$ cat src/rtl/fv_bank_router_if.sv
// Request-FIFO and bank-controller signal bundle for fv_bank_router.
// The master side is the router; the slave side is the FIFO and bank environment.
interface fv_bank_router_if #(
  parameter int NUM_BANKS = 4,
  parameter int ADDR_W    = 8,
  parameter int TAG_W     = 4
);
  localparam int BANK_SEL_W  = $clog2(NUM_BANKS);
  localparam int BANK_ADDR_W = ADDR_W - BANK_SEL_W;

  logic                   fifo_empty;
  logic                   fifo_rinc;
  logic                   fifo_valid;
  logic [ADDR_W-1:0]      fifo_addr;
  logic [TAG_W-1:0]       fifo_tag;
  logic [NUM_BANKS-1:0]   bank_busy;
  logic [NUM_BANKS-1:0]   bank_valid;
  logic [BANK_ADDR_W-1:0] bank_addr;
  logic [TAG_W-1:0]       bank_tag;
  logic                   req_drop;
  logic                   stall_err;
  logic                   router_busy;

  modport master (
    input  fifo_empty, fifo_valid, fifo_addr, fifo_tag, bank_busy,
    output fifo_rinc, bank_valid, bank_addr, bank_tag, req_drop, stall_err, router_busy
  );

  modport slave (
    output fifo_empty, fifo_valid, fifo_addr, fifo_tag, bank_busy,
    input  fifo_rinc, bank_valid, bank_addr, bank_tag, req_drop, stall_err, router_busy
  );
endinterface

$ cat src/rtl/fv_bank_router.sv
// Feature-vector request router: pops the request FIFO, decodes the bank from the top
// address bits and issues one-cycle valid pulses, holding a blocked entry until its bank frees.
module fv_bank_router #(
  parameter int NUM_BANKS = 4,
  parameter int ADDR_W    = 8,
  parameter int TAG_W     = 4,
  parameter int STALL_MAX = 255
) (
  input  logic             clk,
  input  logic             reset,
  fv_bank_router_if.master bus
);
  localparam int BANK_SEL_W  = $clog2(NUM_BANKS);
  localparam int BANK_ADDR_W = ADDR_W - BANK_SEL_W;
  localparam int CNT_W       = $clog2(STALL_MAX + 1);
  localparam logic [CNT_W-1:0]     STALL_MAX_C = CNT_W'(STALL_MAX);
  localparam logic [NUM_BANKS-1:0] BANK_ONE    = NUM_BANKS'(1);

  typedef enum logic [1:0] {IDLE, WAIT, HOLD} state_t;

  state_t                 r_state;
  logic [BANK_SEL_W-1:0]  r_hold_sel;
  logic [BANK_ADDR_W-1:0] r_hold_addr;
  logic [TAG_W-1:0]       r_hold_tag;
  logic [CNT_W-1:0]       r_stall_cnt;
  logic [NUM_BANKS-1:0]   r_bank_valid;
  logic [BANK_ADDR_W-1:0] r_bank_addr;
  logic [TAG_W-1:0]       r_bank_tag;
  logic                   r_req_drop;
  logic                   r_stall_err;
  logic                   r_router_busy;

  logic                   w_in_hold;
  logic [BANK_SEL_W-1:0]  w_sel;
  logic [BANK_ADDR_W-1:0] w_addr;
  logic [TAG_W-1:0]       w_tag;
  logic                   w_have;
  logic                   w_blocked;
  logic                   w_issue;
  logic                   w_park;
  logic                   w_drop;
  logic                   w_pop;
  state_t                 w_next;

  // The candidate entry comes from the hold register in HOLD, otherwise straight off the FIFO.
  assign w_in_hold = (r_state == HOLD);
  assign w_sel     = w_in_hold ? r_hold_sel  : bus.fifo_addr[ADDR_W-1 -: BANK_SEL_W];
  assign w_addr    = w_in_hold ? r_hold_addr : bus.fifo_addr[BANK_ADDR_W-1:0];
  assign w_tag     = w_in_hold ? r_hold_tag  : bus.fifo_tag;

  // Busy from a bank lags our issue by a cycle, so last cycle's pulse also blocks that bank.
  assign w_blocked = bus.bank_busy[w_sel] | r_bank_valid[w_sel];
  assign w_have    = w_in_hold | ((r_state == WAIT) & bus.fifo_valid);
  assign w_issue   = w_have & ~w_blocked;
  assign w_park    = w_have & w_blocked;
  assign w_drop    = (r_state == WAIT) & ~bus.fifo_valid;
  assign w_pop     = reset & ~bus.fifo_empty & ((r_state == IDLE) | w_issue | w_drop);

  assign w_next = w_park ? HOLD : (w_pop ? WAIT : IDLE);

  // NOTE: every register below, including the hold entry and the watchdog counter, is
  // cleared by the async reset, and all state updates use non-blocking assignments so
  // each one sees the pre-edge value of the others.
  always_ff @(posedge clk or negedge reset) begin
    if (!reset) begin
      r_state       <= IDLE;
      r_hold_sel    <= '0;
      r_hold_addr   <= '0;
      r_hold_tag    <= '0;
      r_stall_cnt   <= '0;
      r_bank_valid  <= '0;
      r_bank_addr   <= '0;
      r_bank_tag    <= '0;
      r_req_drop    <= 1'b0;
      r_stall_err   <= 1'b0;
      r_router_busy <= 1'b0;
    end else begin
      r_state       <= w_next;
      r_req_drop    <= w_drop;
      r_router_busy <= (w_next != IDLE);
      r_bank_valid  <= '0;

      if (w_issue) begin
        r_bank_valid <= BANK_ONE << w_sel;
        r_bank_addr  <= w_addr;
        r_bank_tag   <= w_tag;
      end

      if (w_park && !w_in_hold) begin
        r_hold_sel  <= w_sel;
        r_hold_addr <= w_addr;
        r_hold_tag  <= w_tag;
        r_stall_cnt <= '0;
      end else if (w_park && r_stall_cnt != STALL_MAX_C) begin
        // Saturating count of blocked HOLD cycles; the flag is sticky until reset.
        r_stall_cnt <= r_stall_cnt + CNT_W'(1);
        if (r_stall_cnt + CNT_W'(1) == STALL_MAX_C) r_stall_err <= 1'b1;
      end
    end
  end

  assign bus.fifo_rinc   = w_pop;
  assign bus.bank_valid  = r_bank_valid;
  assign bus.bank_addr   = r_bank_addr;
  assign bus.bank_tag    = r_bank_tag;
  assign bus.req_drop    = r_req_drop;
  assign bus.stall_err   = r_stall_err;
  assign bus.router_busy = r_router_busy;
endmodule

$ cat src/flat_wrapper.sv
// flat-port wrapper written by rule: the top's interface ports become plain ports
module fv_bank_router_flat 
#(
  parameter int NUM_BANKS = 4,
  parameter int ADDR_W    = 8,
  parameter int TAG_W     = 4,
  parameter int STALL_MAX = 255
)
  (clk, reset, bus_fifo_empty, bus_fifo_valid, bus_fifo_addr, bus_fifo_tag, bus_bank_busy, bus_fifo_rinc, bus_bank_valid, bus_bank_addr, bus_bank_tag, bus_req_drop, bus_stall_err, bus_router_busy);
  fv_bank_router_if #(.NUM_BANKS(NUM_BANKS), .ADDR_W(ADDR_W), .TAG_W(TAG_W)) bus_i ();
  input  logic clk;
  input  logic reset;
  input wire logic [$bits(bus_i.fifo_empty)-1:0] bus_fifo_empty;
  input wire logic [$bits(bus_i.fifo_valid)-1:0] bus_fifo_valid;
  input wire logic [$bits(bus_i.fifo_addr)-1:0] bus_fifo_addr;
  input wire logic [$bits(bus_i.fifo_tag)-1:0] bus_fifo_tag;
  input wire logic [$bits(bus_i.bank_busy)-1:0] bus_bank_busy;
  output wire logic [$bits(bus_i.fifo_rinc)-1:0] bus_fifo_rinc;
  output wire logic [$bits(bus_i.bank_valid)-1:0] bus_bank_valid;
  output wire logic [$bits(bus_i.bank_addr)-1:0] bus_bank_addr;
  output wire logic [$bits(bus_i.bank_tag)-1:0] bus_bank_tag;
  output wire logic [$bits(bus_i.req_drop)-1:0] bus_req_drop;
  output wire logic [$bits(bus_i.stall_err)-1:0] bus_stall_err;
  output wire logic [$bits(bus_i.router_busy)-1:0] bus_router_busy;
  assign bus_i.fifo_empty = bus_fifo_empty;
  assign bus_i.fifo_valid = bus_fifo_valid;
  assign bus_i.fifo_addr = bus_fifo_addr;
  assign bus_i.fifo_tag = bus_fifo_tag;
  assign bus_i.bank_busy = bus_bank_busy;
  assign bus_fifo_rinc = bus_i.fifo_rinc;
  assign bus_bank_valid = bus_i.bank_valid;
  assign bus_bank_addr = bus_i.bank_addr;
  assign bus_bank_tag = bus_i.bank_tag;
  assign bus_req_drop = bus_i.req_drop;
  assign bus_stall_err = bus_i.stall_err;
  assign bus_router_busy = bus_i.router_busy;
  fv_bank_router #(.NUM_BANKS(NUM_BANKS), .ADDR_W(ADDR_W), .TAG_W(TAG_W), .STALL_MAX(STALL_MAX)) u_core (.clk(clk), .reset(reset), .bus(bus_i));
endmodule
$ cat config.mk
export PLATFORM = sky130hd
export DESIGN_NAME = fv_bank_router_flat
export DESIGN_NICKNAME = d
export VERILOG_FILES = /design/src/rtl/fv_bank_router_if.sv /design/src/rtl/fv_bank_router.sv /design/src/flat_wrapper.sv
export SDC_FILE = /design/constraint.sdc
export NUM_CORES = 1
export LEC_CHECK = 0
export ABC_AREA = 1
export CAP_MARGIN = 20
export CORE_MARGIN = 8
export CORE_UTILIZATION = 50
export CTS_CLUSTER_SIZE = 14
export DETAILED_ROUTE_END_ITERATION = 10
export DONT_BUFFER_PORTS = 1
export MAX_ROUTING_LAYER = met4
export PLACE_DENSITY = 0.61
export SETUP_SLACK_MARGIN = 0.2
export SYNTH_ARGS = -nofsm -noshare
export SYNTH_HDL_FRONTEND = slang
export SYNTH_SLANG_ARGS = --single-unit
export TNS_END_PERCENT = 100
$ cat constraint.sdc
create_clock -name clk -period 1.99 [get_ports clk]
set_clock_uncertainty 0.2 [all_clocks]
set_input_delay 0.199 -clock clk [delete_from_list [all_inputs] [get_ports clk]]
set_output_delay 0.199 -clock clk [all_outputs]
set_load 0.02 [all_outputs]
==> metrics.md <==
| Metric | Value |
|---|---|
| Status | `finished with violations` |
| Failing checks | `hold timing, setup timing` |
| Async SR Flop Fraction | `100%` |
| Crit end category | `output port` |
| Number of synthesized flops with an enable pin | `0` |
| H-tree depth | `2` |
| Synth Flop Type | `dfrtp_1` |
| Delay-heaviest family, CP | `simple AND/OR/NAND/NOR gates` |
| Port Buffers | `0` |
| ANT nets after route | `0` |
| Slew Viols, Final | `0` |
| Pin count of the biggest net entering global routing | `41` |
| Mapped Avg Cell Area | `7.84 µm²` |
| Worst Setup Start Kind | `flop` |
| R2R Setup Slk | `-130 ps` |
| DRT iter0 DRCs | `140` |
| Design area | `2860 µm²` |
| Root Buffer | `clkbuf_8` |
| Crit path cell chain | `nor2_1 > nor2_2 > inv_1 > nand2_4 > nand2_2 > nand3_2 > inv_2` |
| Mapped Area | `2060 µm²` |
| Num ports | `38` |
| Cells after Synth | `263` |
| Fraction of layout cells with a size suffix above 1 | `30.2%` |
| Slowest cell on the critical path | `dfrtp_2` |
| Top-area cell type share of the netlist area | `a little under half` |
| Most frequent cell after synthesis | `nand2_1` |
| Power Density | `899 nW/µm²` |
| Initial antenna violation count | `0` |
| Fmax | `464 MHz` |
| DRT Pass-1 Iters | `4` |
| Nets@finish | `326` |
| Stages on the worst setup path | `7` |
| Die Wd | `around 80 µm` |
| Num Clock Sinks | `39` |
| Clock-pin slew on the worst setup and hold paths | `90 ps` |
| Worst skew pair latency | `310 ps` |
| Detailed-route via count | `1843` |
| Core Util, Final | `a little under three quarters` |
| Cell leakage power | `0.00148 µW` |
| DIE HEIGHT | `about 80 µm` |
| Period utilization | `108%` |
| Rows | `23` |
| Required @ worst endpoint | `around 1600 ps` |
| Reg2reg path depth | `12` |
| DR DRC count | `0` |
| Critical-path maximum fanout | `8` |
| Num CTS Buffers | `5` |
| Setup crit start | `u_core.r_state[1]$_DFF_PN0_` |
| WL/cell | `~15 µm` |
| Drt total wl | `5340 µm` |
| # fillers | `between 300 and 400` |
| Vias in the first global route | `1790` |
| Area Growth Syn to Fin | `38.8%` |
| Endpoints failing setup | `20` |
| Largest area contributor in the netlist | `dfrtp_1` |
| Placer congestion estimate | `0.836` |
| CORE AREA | `4000 µm²` |
| Max capacitance violation total | `0` |
| CTS tree | `yes` |
| GRT Overall Usage | `17.9%` |
| Mapped Nets | `between 200 and 300` |
| Global-route wire length before repair | `8760 µm` |
| Post-synthesis register bit count | `39` |
| Die Area | `between 6000 and 7000 µm²` |
| Final min period | `approximately 2200 ps` |
| Yosys warns | `0` |
| Post-DP HPWL | `~3100 µm` |
| Reg2reg start | `u_core.r_state[1]$_DFF_PN0_` |
| Library cells used by synthesis | `27` |
| Worst Hold Class | `primary input to async pin` |
| CP endpoint | `bus_fifo_rinc` |
| Setup ws final | `-164 ps` |
| Worst path buffer plus inverter count | `2` |
| Diode count | `0` |
| Hold-fix buffers at CTS | `11` |
| Area contributors post-synth | `dfrtp_1, nand2_1, inv_1` |
| Placed inst area | `~2200 µm²` |
| Tightest Pin Transition | `355 ps` |
| Vias/cell | `5.19` |
| WS Path Type | `flop to output port` |
| RSZ-0062 raised after global routing | `yes` |
| Starting Density | `51.6%` |
| Reg-to-reg endpoint | `u_core.r_hold_addr[3]$_DFFE_PN0P_` |
| Slew Limit Headroom | `~76%` |
| Sequential area share after synthesis | `between 40% and 50%` |
| Bufs on Longest Clock Path | `2` |
| Final hold vios | `42` |
| Arrival time worst endpoint | `1750 ps` |
| Crit path largest cell delay | `510 ps` |
| Remaining Overflow, GRT | `0` |
| Most frequent cells after synthesis | `nand2_1, dfrtp_1, inv_1, nand3_1, o21ai_1` |
| Worst VDD drop | `0.000790 V` |
| Hold_ws | `-623 ps` |
[registers in the layout, indices dropped and copies added (netlist names)]
name                    flops
u_core.bus.bank_addr        6
u_core.bus.bank_tag         4
u_core.bus.bank_valid       4
u_core.bus.req_drop         1
u_core.bus.router_busy      1
u_core.bus.stall_err        1
u_core.r_hold_addr          6
u_core.r_hold_sel           2
u_core.r_hold_tag           4
u_core.r_stall_cnt          8
u_core.r_state              2
[cells by family after synthesis]
group	after synthesis	share of synthesized area, %
compound gates	22	5.34
xor+xnor	1	0.425
buf+inv	46	9.70
flops	39	47.3
simple gates	153	36.0
fa+ha+maj	2	1.21
[worst min path at each step]
stage | from | to | cells past startpoint
after CTS | reset | u_core.bus.bank_addr[0]$_DFFE_PN0P_ | 0
after global routing | reset | u_core.r_hold_addr[2]$_DFFE_PN0P_ | 0
after floorplan | reset | u_core.bus.bank_addr[0]$_DFFE_PN0P_ | 0
after global placement | reset | u_core.bus.bank_addr[0]$_DFFE_PN0P_ | 0
final | reset | u_core.r_hold_addr[2]$_DFFE_PN0P_ | 0
after detailed placement | reset | u_core.bus.bank_addr[0]$_DFFE_PN0P_ | 0
[routing by layer]
metal | track usage (%) | vias up | share of wire, %
met2 | 27.0 | 49 | 48
met4 | 7.45 | 0 | 2.1
li1 | - | 908 | -
met3 | 3.91 | 8 | 4.3
met1 | 22.7 | 878 | 45
met5 | - | - | 0
[worst register-to-register path, delay by kind of cell (launching register included)]
family | cells | cell delay [ps]
buffers and inverters | 4 | 530
DFF | 1 | 510
AOI/OAI and AO/OA | 1 | 50
and+or+nand+nor | 7 | 730
[metrics by stage]
step           TNS [ps]  total power (µW)  instances  hold WS (ps)  worst slack (ps)
6_report          -1890              2580        355          -623              -164
5_1_grt           -3500              2710        355          -633              -225
4_1_cts            -749              2510        352          -621             -79.8
3_5_place_dp          0              1580        315          -295              33.4
3_3_place_gp          0              1570        315          -296              73.7
2_1_floorplan         0              1490        263          -297               204
[power breakdown]
group	switching [µW]	leakage [µW]	internal, µW	total, µW
sequential	227	0.000499	985	1210
combinational	297	0.000916	258	555
clock	308	0.0000644	500	808
[what timing repair did]
item                                    4_1_cts  5_1_grt
endpoints found under the hold margin        63       42
pin swaps                                    13        1
endpoints found under the setup margin       37       39
resized for setup                            35       17
gates cloned                                  3        1
setup buffers                                15        2
[area by class of cell]
type | count | area, µm² | share of cell area [%]
Clock inverter | 3 | 67.6 | 2.36
Timing Repair Buffer | 41 | 470 | 16.4
Tap cell | 50 | 62.6 | 2.18
Inverter | 39 | 151 | 5.29
Multi-Input combinational cell | 178 | 1070 | 37.2
Sequential cell | 39 | 977 | 34.1
Clock buffer | 5 | 68.8 | 2.40
[placed cells by master (no fill, tap or decap), drive strengths merged, types with 5 or more instances in the layout]
cell          n
nor3          5
inv          38
dlygate4sd3  11
clkbuf        6
nand2        97
buf          28
o21ai        22
nand4         9
nand3        22
dfrtp        39
nor2         14
No activity file was read; power rests on OpenSTA's default activity.
